<file path="config.mk">
export PLATFORM = sky130hd
export DESIGN_NAME = dmem_access_ctrl
export DESIGN_NICKNAME = d
export VERILOG_FILES = /design/src/rtl/dmem_access_ctrl.sv
export SDC_FILE = /design/constraint.sdc
export NUM_CORES = 1
export LEC_CHECK = 0
export ABC_AREA = 1
export CAP_MARGIN = 20
export CORE_ASPECT_RATIO = 1.5
export CORE_MARGIN = 5
export CORE_UTILIZATION = 45
export CTS_CLUSTER_SIZE = 24
export DETAILED_ROUTE_END_ITERATION = 10
export GPL_ROUTABILITY_DRIVEN = 0
export PLACE_DENSITY = 0.76
export SYNTH_ARGS = -nofsm -noshare
export SYNTH_HDL_FRONTEND = slang
export SYNTH_SLANG_ARGS = --single-unit
</file>
<file path="constraint.sdc">
create_clock -name clk -period 9.63 [get_ports clk]
set_input_delay 1.926 -clock clk [delete_from_list [all_inputs] [get_ports clk]]
set_output_delay 1.926 -clock clk [all_outputs]
set_load 0.05 [all_outputs]
</file>
<file path="src/rtl/dmem_access_ctrl.sv">
// Load/store sequencer between the CPU MEM stage and a word-only data memory.
// Handles byte/half extraction, sub-word read-modify-write and access fault detection.
module dmem_access_ctrl #(
   parameter logic [31:0] BASE_ADDR = 32'h10010000,
   parameter int unsigned DEPTH     = 512
) (
   input  logic        clk,
   input  logic        rst,
   input  logic        req,
   input  logic        we,
   input  logic [1:0]  size,
   input  logic        sign_ext,
   input  logic [31:0] addr,
   input  logic [31:0] wdata,
   output logic [31:0] rdata,
   output logic        busy,
   output logic        done,
   output logic        addr_err,
   output logic        mem_wena,
   output logic [31:0] mem_addr,
   output logic [31:0] mem_wdata,
   input  logic [31:0] mem_rdata
);

   typedef enum logic [2:0] {IDLE, LOAD, WR, RMW_RD, RMW_WR, RESP} state_t;

   state_t      state;
   logic [1:0]  size_q;
   logic [1:0]  lane_q;
   logic        sign_q;
   logic [15:0] wdata_q;

   logic [31:0] word_idx;
   logic        acc_err;
   logic [7:0]  byte_sel;
   logic [15:0] half_sel;
   logic [31:0] load_val;
   logic [31:0] merge_val;

   assign word_idx = (addr - BASE_ADDR) >> 2;

   // Word index 0 is write-protected by the memory, so a store there is rejected up front.
   assign acc_err = (size == 2'b11)
                  | ((size == 2'b01) & addr[0])
                  | ((size == 2'b10) & (addr[1:0] != 2'b00))
                  | (addr < BASE_ADDR)
                  | (word_idx >= DEPTH)
                  | (we & (word_idx == 32'd0));

   assign mem_wena = (state == WR) || (state == RMW_WR);

   always_comb begin
      byte_sel = mem_rdata[7:0];
      case (lane_q)
         2'd0: byte_sel = mem_rdata[7:0];
         2'd1: byte_sel = mem_rdata[15:8];
         2'd2: byte_sel = mem_rdata[23:16];
         2'd3: byte_sel = mem_rdata[31:24];
      endcase
      half_sel = lane_q[1] ? mem_rdata[31:16] : mem_rdata[15:0];

      case (size_q)
         2'b00:   load_val = {{24{sign_q & byte_sel[7]}}, byte_sel};
         2'b01:   load_val = {{16{sign_q & half_sel[15]}}, half_sel};
         default: load_val = mem_rdata;
      endcase

      merge_val = mem_rdata;
      if (size_q == 2'b00) begin
         case (lane_q)
            2'd0: merge_val[7:0]   = wdata_q[7:0];
            2'd1: merge_val[15:8]  = wdata_q[7:0];
            2'd2: merge_val[23:16] = wdata_q[7:0];
            2'd3: merge_val[31:24] = wdata_q[7:0];
         endcase
      end else if (lane_q[1]) begin
         merge_val[31:16] = wdata_q;
      end else begin
         merge_val[15:0] = wdata_q;
      end
   end

   always_ff @(posedge clk or posedge rst) begin
      if (rst) begin
         state     <= IDLE;
         busy      <= 1'b0;
         done      <= 1'b0;
         addr_err  <= 1'b0;
         rdata     <= 32'd0;
         mem_addr  <= 32'd0;
         mem_wdata <= 32'd0;
         size_q    <= 2'b00;
         lane_q    <= 2'b00;
         sign_q    <= 1'b0;
         wdata_q   <= 16'd0;
      end else begin
         done <= 1'b0;
         case (state)
            IDLE: begin
               if (req) begin
                  busy     <= 1'b1;
                  size_q   <= size;
                  lane_q   <= addr[1:0];
                  sign_q   <= sign_ext;
                  wdata_q  <= wdata[15:0];
                  mem_addr <= word_idx;
                  addr_err <= 1'b0;
                  if (acc_err) begin
                     state    <= RESP;
                     addr_err <= 1'b1;
                     done     <= 1'b1;
                     rdata    <= 32'd0;
                  end else if (!we) begin
                     state <= LOAD;
                  end else if (size == 2'b10) begin
                     state     <= WR;
                     mem_wdata <= wdata;
                  end else begin
                     state <= RMW_RD;
                  end
               end
            end
            LOAD: begin
               rdata <= load_val;
               done  <= 1'b1;
               state <= RESP;
            end
            WR: begin
               rdata <= 32'd0;
               done  <= 1'b1;
               state <= RESP;
            end
            RMW_RD: begin
               mem_wdata <= merge_val;
               state     <= RMW_WR;
            end
            RMW_WR: begin
               rdata <= 32'd0;
               done  <= 1'b1;
               state <= RESP;
            end
            RESP: begin
               busy     <= 1'b0;
               addr_err <= 1'b0;
               state    <= IDLE;
            end
            default: state <= IDLE;
         endcase
      end
   end

endmodule

</file>
==> results.md, run 1 <==
- Synth Area in XOR/XNOR: 0.246%
- Avg Cell Area, Syn: 7.02 sq um
- FP Rows: 56
- Die area: 18,500 sq um
- Initial antenna violation count: 0
- Sequential-to-total area share from yosys stat: 42.5%
- First DRT Iteration DRCs: 605
- Flops & latches, synth: 121
- Vias in the first global route: 7,561
- Placed cells: 1,365
- Warnings, synthesis: 0
- DP HPWL: 17,900 microns
- DRC Markers: 0
- Worst Hold Slack: 477 ps
- First-pass GRT wire length: 39,200 microns
- Commonest cells after routing, fill and taps aside: nand2_1 (270), clkdlybuf4s50_1 (200), o21ai_0 (143)
- Final hold viol count: 0
- Total CTS buffers: 17
- DRT antenna net count: 0
- Max Root-Sink Buffers: 2
- FMAX: 224 MHz
- Final setup vio count: 0
- Post-synthesis mux area share: 0%
- RSZ-0062 raised after global routing: no
- Synthesized-area fraction occupied by adder cells: 0.351%
- Worst-path clk slew: 50 ps
- Starting density of the core: 45.6%
- Final Max Slew Viols: 0
- Resized cells post-CTS: 0
- Max-Cap Viols: 0
- Post-CTS setup buffer count: 0
- GRT Util Overall: 26.6%
- Status: finished, final reports clean
- Layout cells sized above 1: 5.37%
- Placed instance area: 9180 sq um
- Worst VDD drop: 207 uV
- Flop2flop setup slack: 6600 ps
- Final wirelength: 25,000 microns
- Combinational family with the most area after synthesis: simple AND/OR/NAND/NOR gates
- CP Max Fanout: 33
- Fraction of registers with async set/reset: 100%
- Via/cell ratio: 5.56
- Router iterations before antenna repair: 5
- Clk_skew: 10.0 ps
- Tmin final: 4460 ps
- Pwr per Cell Area: 301 nW/um^2
- Worst hold path cell count: 2
- Post-synth EDFFs: 0
- Top_reg_cell synth: dfrtp_1
- Leak: 4.52 nW
- Design area: 9830 sq um
- Diode count: 0
- Cell depth of the worst flop-to-flop path: 9
- Crit share post-route: 46.3%
- Via count: 7,756
- Critical path data arrival time: 4810 ps
- Final net count: 1,287
- Mapped Cells: 1,015
- Synth-to-Final Area Change: 37.9%
- CTS tree: done
- Setup Crit Path Kind: in -> reg
- Hold Crit Class: reg -> reg
- Die Y: 164 microns
- Post-CTS Hold Buffers: 0
- CP Capture Type: register
- Setup crit start kind: input pin
- Top Ports: 203
- Slew HR: 30.9%
- Cell Count, Final, Fillers Out: 1,395
- Worst path required time: 9980 ps
- Root Buffer: clkbuf_16
- Synthesized area: 7130 sq um
- Die W: 113 microns
- I/O Buffers: 200
- Post-synthesis compound-gate area fraction: 21.6%
- WL/cell: 17.9 microns
- CORE AREA: 15,600 sq um
- Worst-Margin Slew: 1030 ps
- TNS Setup: 0 ps
- Worst skew pair latency: 420 ps
- Commonest non-fill, non-tap cell in the layout: nand2_1
- Synth Area in Simple Gates: 26.8%
- CTS sink count: 121
- Count of different cell masters after synthesis: 38
- Grt ovf: 0
- H-tree levels: 4
- Largest net degree at the start of global routing: 73
## path summary, 6_finish.rpt
| kind | from | to |
|---|---|---|
| min | mem_addr[5] | mem_addr[5] |
| max in group asynchronous | rst | wdata_q[4] |
| max reg2reg | lane_q[1] | rdata[29] |
| min reg2reg | mem_addr[5] | mem_addr[5] |
| max | addr[17] | mem_wdata[26] |
| min in group asynchronous | rst | mem_addr[26] |
## area by class of cell
| class | instances | area, sq um |
|---|---|---|
| Clock buffer | 21 | 470 |
| Inverter | 88 | 333 |
| Tap cell | 203 | 254 |
| Timing Repair Buffer | 208 | 2080 |
| Multi-Input combinational cell | 746 | 3510 |
| Fill cell | 1429 | 5800 |
| Clock inverter | 8 | 145 |
| Sequential cell | 121 | 3030 |
## cell families (layout without fill, tap and decap cells)
| logic type | after synthesis | in the layout |
|---|---|---|
| xor+xnor | 2 | 2 |
| fa+ha+maj | 2 | 2 |
| buf+inv | 149 | 325 |
| flops | 121 | 121 |
| compound gates | 286 | 286 |
| simple gates | 454 | 454 |
| other cells | 1 | 2 |
## cells in the mapped netlist (2+ instances only)
cell type / count / share of area [%]
a22oi_1: 2 / 0.21
clkinv_1: 4 / 0.21
a21oi_1: 75 / 5.3
dfrtp_1: 121 / 42
nand2_1: 271 / 14
clkbuf_1: 46 / 2.4
nor3_1: 3 / 0.21
o211ai_1: 8 / 0.84
o221ai_1: 4 / 0.49
buf_4: 3 / 0.32
nand4_1: 4 / 0.35
ha_1: 2 / 0.35
a31oi_1: 27 / 2.4
nand3_1: 90 / 6.3
a221oi_1: 5 / 0.61
inv_1: 77 / 4.1
buf_2: 7 / 0.49
inv_2: 7 / 0.37
nor2_2: 5 / 0.44
o21ai_1: 17 / 1.2
nor2_1: 72 / 3.8
buf_1: 2 / 0.11
buf_6: 3 / 0.47
o21ai_0: 143 / 10
nor2_4: 4 / 0.63
## per-stage QoR
| step | setup slack (ps) | util, % | power [mW] |
|---|---|---|---|
| global placement | 4830 | 58.8 | 2.24 |
| detailed placement | 4700 | 58.8 | 2.26 |
| CTS | 5140 | 62.7 | 2.95 |
| floorplan | 4490 | - | 1.79 |
| global route | 4790 | 62.9 | 3.12 |
| finish | 5170 | 62.9 | 2.96 |
## power by group
part           leakage [nW]  internal, mW  switching, mW
Sequential             1.51         0.667          0.127
Clock                 0.297         0.448          0.230
Combinational          2.71         0.458           1.03
## routing by layer
metal / vias up / wire [microns] / GRT usage, %
met2: 376 / 12500 / 45.1
met1: 3583 / 9300 / 31.0
li1: 3713 / - / -
met4: 0 / 1390 / 14.9
met5: - / 0 / 0
met3: 84 / 1830 / 5.90
## critical path: stages
cell and delay, ps:
clkdlybuf4s50_1 520, inv_1 80, ha_1 240, nand2_1 120, inv_2 60, nand2_1 50
nand2_1 80, a21oi_1 130, nand2_1 80, nor2_1 120, nand3_2 120, nor2_4 170
nand4_4 420, nand2_4 490, nand2_1 110, nand2_1 70
## registers in the layout (all words and copies together), names as in the netlist
signal     count
done           1
sign_q         1
rdata         32
mem_addr      30
busy           1
lane_q         2
state          3
addr_err       1
size_q         2
mem_wdata     32
wdata_q       16
Note: power is estimated with default switching activity, not from simulation.
==> inputs of run 2 (changes only) <==
==> constraint.sdc (replaced) <==
create_clock -name clk -period 4.3 [get_ports clk]
set_input_delay 0.86 -clock clk [delete_from_list [all_inputs] [get_ports clk]]
set_output_delay 0.86 -clock clk [all_outputs]
set_load 0.05 [all_outputs]
==> run 2 against run 1 <==
- setup slack worse by 3800 ps
- register-to-register slack worse by 5200 ps
- sequential share of layout area shrank 0.082 points
- highest routed layer unchanged
==> results.md, run 2 (synthesis results as in run 1) <==
- Layout cells sized above 1: 5.69% (+0.32 points)
- Final net count: 1,290 (+0.23%)
- Router iterations before antenna repair: 6 (+1)
- Highest routed layer: met4
- Worst path required time: 4600 ps (-5380 ps)
- Leak: 4.54 nW (+0.43%)
- DP HPWL: 18,100 microns (+0.95%)
- Clock share of power: 23.0% (about the same)
- Slew HR: 32.8% (+1.8 points)
- I/O Buffers: 200 (unchanged)
- Clk_skew: 9.98 ps (-0.0473 ps)
- Die W: 113 microns (unchanged)
- Initial antenna violation count: 0 (unchanged)
- Critical path data arrival time: 3250 ps (-1560 ps)
- Synth-to-Final Area Change: 38.2%
- Post-Route M1 WL: 8750 microns (-5.9%)
- CTS sink count: 121 (unchanged)
- Final setup vio count: 0 (unchanged)
- Total CTS buffers: 17 (unchanged)
- Pwr per Cell Area: 673 nW/um^2 (+120%)
- Grt ovf: 0 (unchanged)
- Crit share post-route: 68.6%
- Met2 routed WL: 12,400 microns (-0.67%)
- Final hold viol count: 0 (unchanged)
- Power share of the combinational group: 50.3% (about the same)
- Commonest non-fill, non-tap cell in the layout: nand2_1
- Post-CTS Hold Buffers: 0 (unchanged)
- Final wirelength: 24,700 microns (-1.1%)
- DRC Markers: 0 (unchanged)
- Footprint of the multi-input gates: 3510 sq um (unchanged)
- Status: finished, final reports clean
- Resized cells post-CTS: 0 (unchanged)
- RSZ-0062 raised after global routing: no
- First DRT Iteration DRCs: 579 (-4.3%)
- CORE AREA: 15,600 sq um (unchanged)
- Worst-Margin Slew: 1010 ps (-27.4 ps)
- Biggest registers after layout: mem_wdata: 32 flops, rdata: 32 flops, mem_addr: 30 flops
- Worst VDD drop: 452 uV (+120%)
- Commonest cells after routing, fill and taps aside: nand2_1 (270), clkdlybuf4s50_1 (200), o21ai_0 (143)
- CTS tree: done
- Max-Cap Viols: 0 (unchanged)
- Switching share of power: 46.4% (-0.36 points)
- Via/cell ratio: 5.56 (about the same)
- DRT antenna net count: 0 (unchanged)
- Sequential Area: 3030 sq um (unchanged)
- Setup Crit Path Kind: in -> reg
- Setup crit start kind: input pin
- WL met3: 2110 microns (+15%)
- GRT Util Overall: 26.4% (-0.16 points)
- Root Buffer: clkbuf_16
- Max Root-Sink Buffers: 2 (unchanged)
- Largest net degree at the start of global routing: 78 (+6.8%)
- Worst-path clk slew: 50 ps (about the same)
- H-tree levels: 4 (unchanged)
- Starting density of the core: 45.6% (unchanged)
- Worst skew pair latency: 420 ps (about the same)
- WL/cell: 17.7 microns (-1.4%)
- Hold Crit Class: reg -> reg
- Sequential Power Share: 26.7% (about the same)
- TNS Setup: 0 ps (unchanged)
- Die area: 18,500 sq um (unchanged)
- Diode count: 0 (unchanged)
- P_int: 3.55 mW (+130%)
- Tmin final: 2950 ps
- Top Ports: 203 (unchanged)
- Die Y: 164 microns (unchanged)
- # fillers: 1,403 (-1.8%)
- Sw Pwr: 3.08 mW (+120%)
- CP Max Fanout: 32 (-3.0%)
- Final Core Density: 63.1% (+0.17 points)
- FMAX: 339 MHz
- Vias in the first global route: 7,364 (-2.6%)
- First-pass GRT wire length: 38,900 microns (-0.78%)
- FP Rows: 56 (unchanged)
- Via count: 7,776 (+0.26%)
- Final Max Slew Viols: 0 (unchanged)
- CP Capture Type: register
- Overall power: 6.64 mW (+120%)
- Post-CTS setup buffer count: 0 (unchanged)
[run 2: cell count changes in the layout (fill, tap and decap cells not counted)]
cell / previous run / this run
buf_4: 7 / 10
buf_12: 0 / 1
buf_16: 1 / 0
clkbuf_8: 3 / 4
clkinv_2: 2 / 3
clkinvlp_4: 2 / 1
[run 2: path summary, 6_finish.rpt]
check / slack, ps / startpoint / cells after the start / to
min in group asynchronous: 870 / rst / 2 / busy
max reg2reg: 1370 / lane_q[1] / 8 / rdata[25]
max in group asynchronous: 2600 / rst / 3 / mem_wdata[24]
min: 480 / mem_addr[7] / 2 / mem_addr[7]
max: 1350 / addr[16] / 14 / mem_wdata[13]
min reg2reg: 480 / mem_addr[7] / 2 / mem_addr[7]
[run 2: per-layer routing]
| layer | global-route usage, % | vias to the layer above |
|---|---|---|
| met3 | 6.30 | 93 |
| li1 | - | 3721 |
| met1 | 30.3 | 3529 |
| met2 | 45.0 | 433 |
| met4 | 15.1 | 0 |
| met5 | 0 | - |
[run 2: through the flow]
stage | hold slack (ps) | worst slack (ps) | cell area [sq um] | cells
2_1_floorplan | 464 | 226 | 7130 | 1016
3_3_place_gp | 463 | 975 | 9230 | 1369
3_5_place_dp | 465 | 921 | 9230 | 1369
4_1_cts | 481 | 1330 | 9850 | 1399
5_1_grt | 505 | 1060 | 9850 | 1399
6_report | 476 | 1350 | 9850 | 1399
[run 2: power groups by stage]
stage                     logic [mW]  clock network, mW  registers, mW
after floorplan                 1.48                  0           2.53
after global placement          3.26                  0           1.77
after detailed placement        3.30                  0           1.77
after CTS                       3.33               1.54           1.76
after global routing            3.60               1.59           1.82
final                           3.34               1.53           1.77
[run 2: worst max-delay path, stage by stage]
cell and delay (ps):
clkdlybuf4s50_1 520, inv_2 70, ha_1 250, xnor2_1 200, nand3_1 120, nor2_1 130, nand2_1 110, nor2_1 120
nand3_2 120, nor2_4 170, nand4_4 100, buf_4 280, nand3_1 100, nand2_1 70
[run 2: area by class of cell]
type	instances	share of cell area, %
Clock inverter	8	1.45
Timing Repair Buffer	211	21.3
Multi-Input combinational cell	746	35.7
Inverter	88	3.38
Clock buffer	22	4.91
Sequential cell	121	30.7
Tap cell	203	2.58
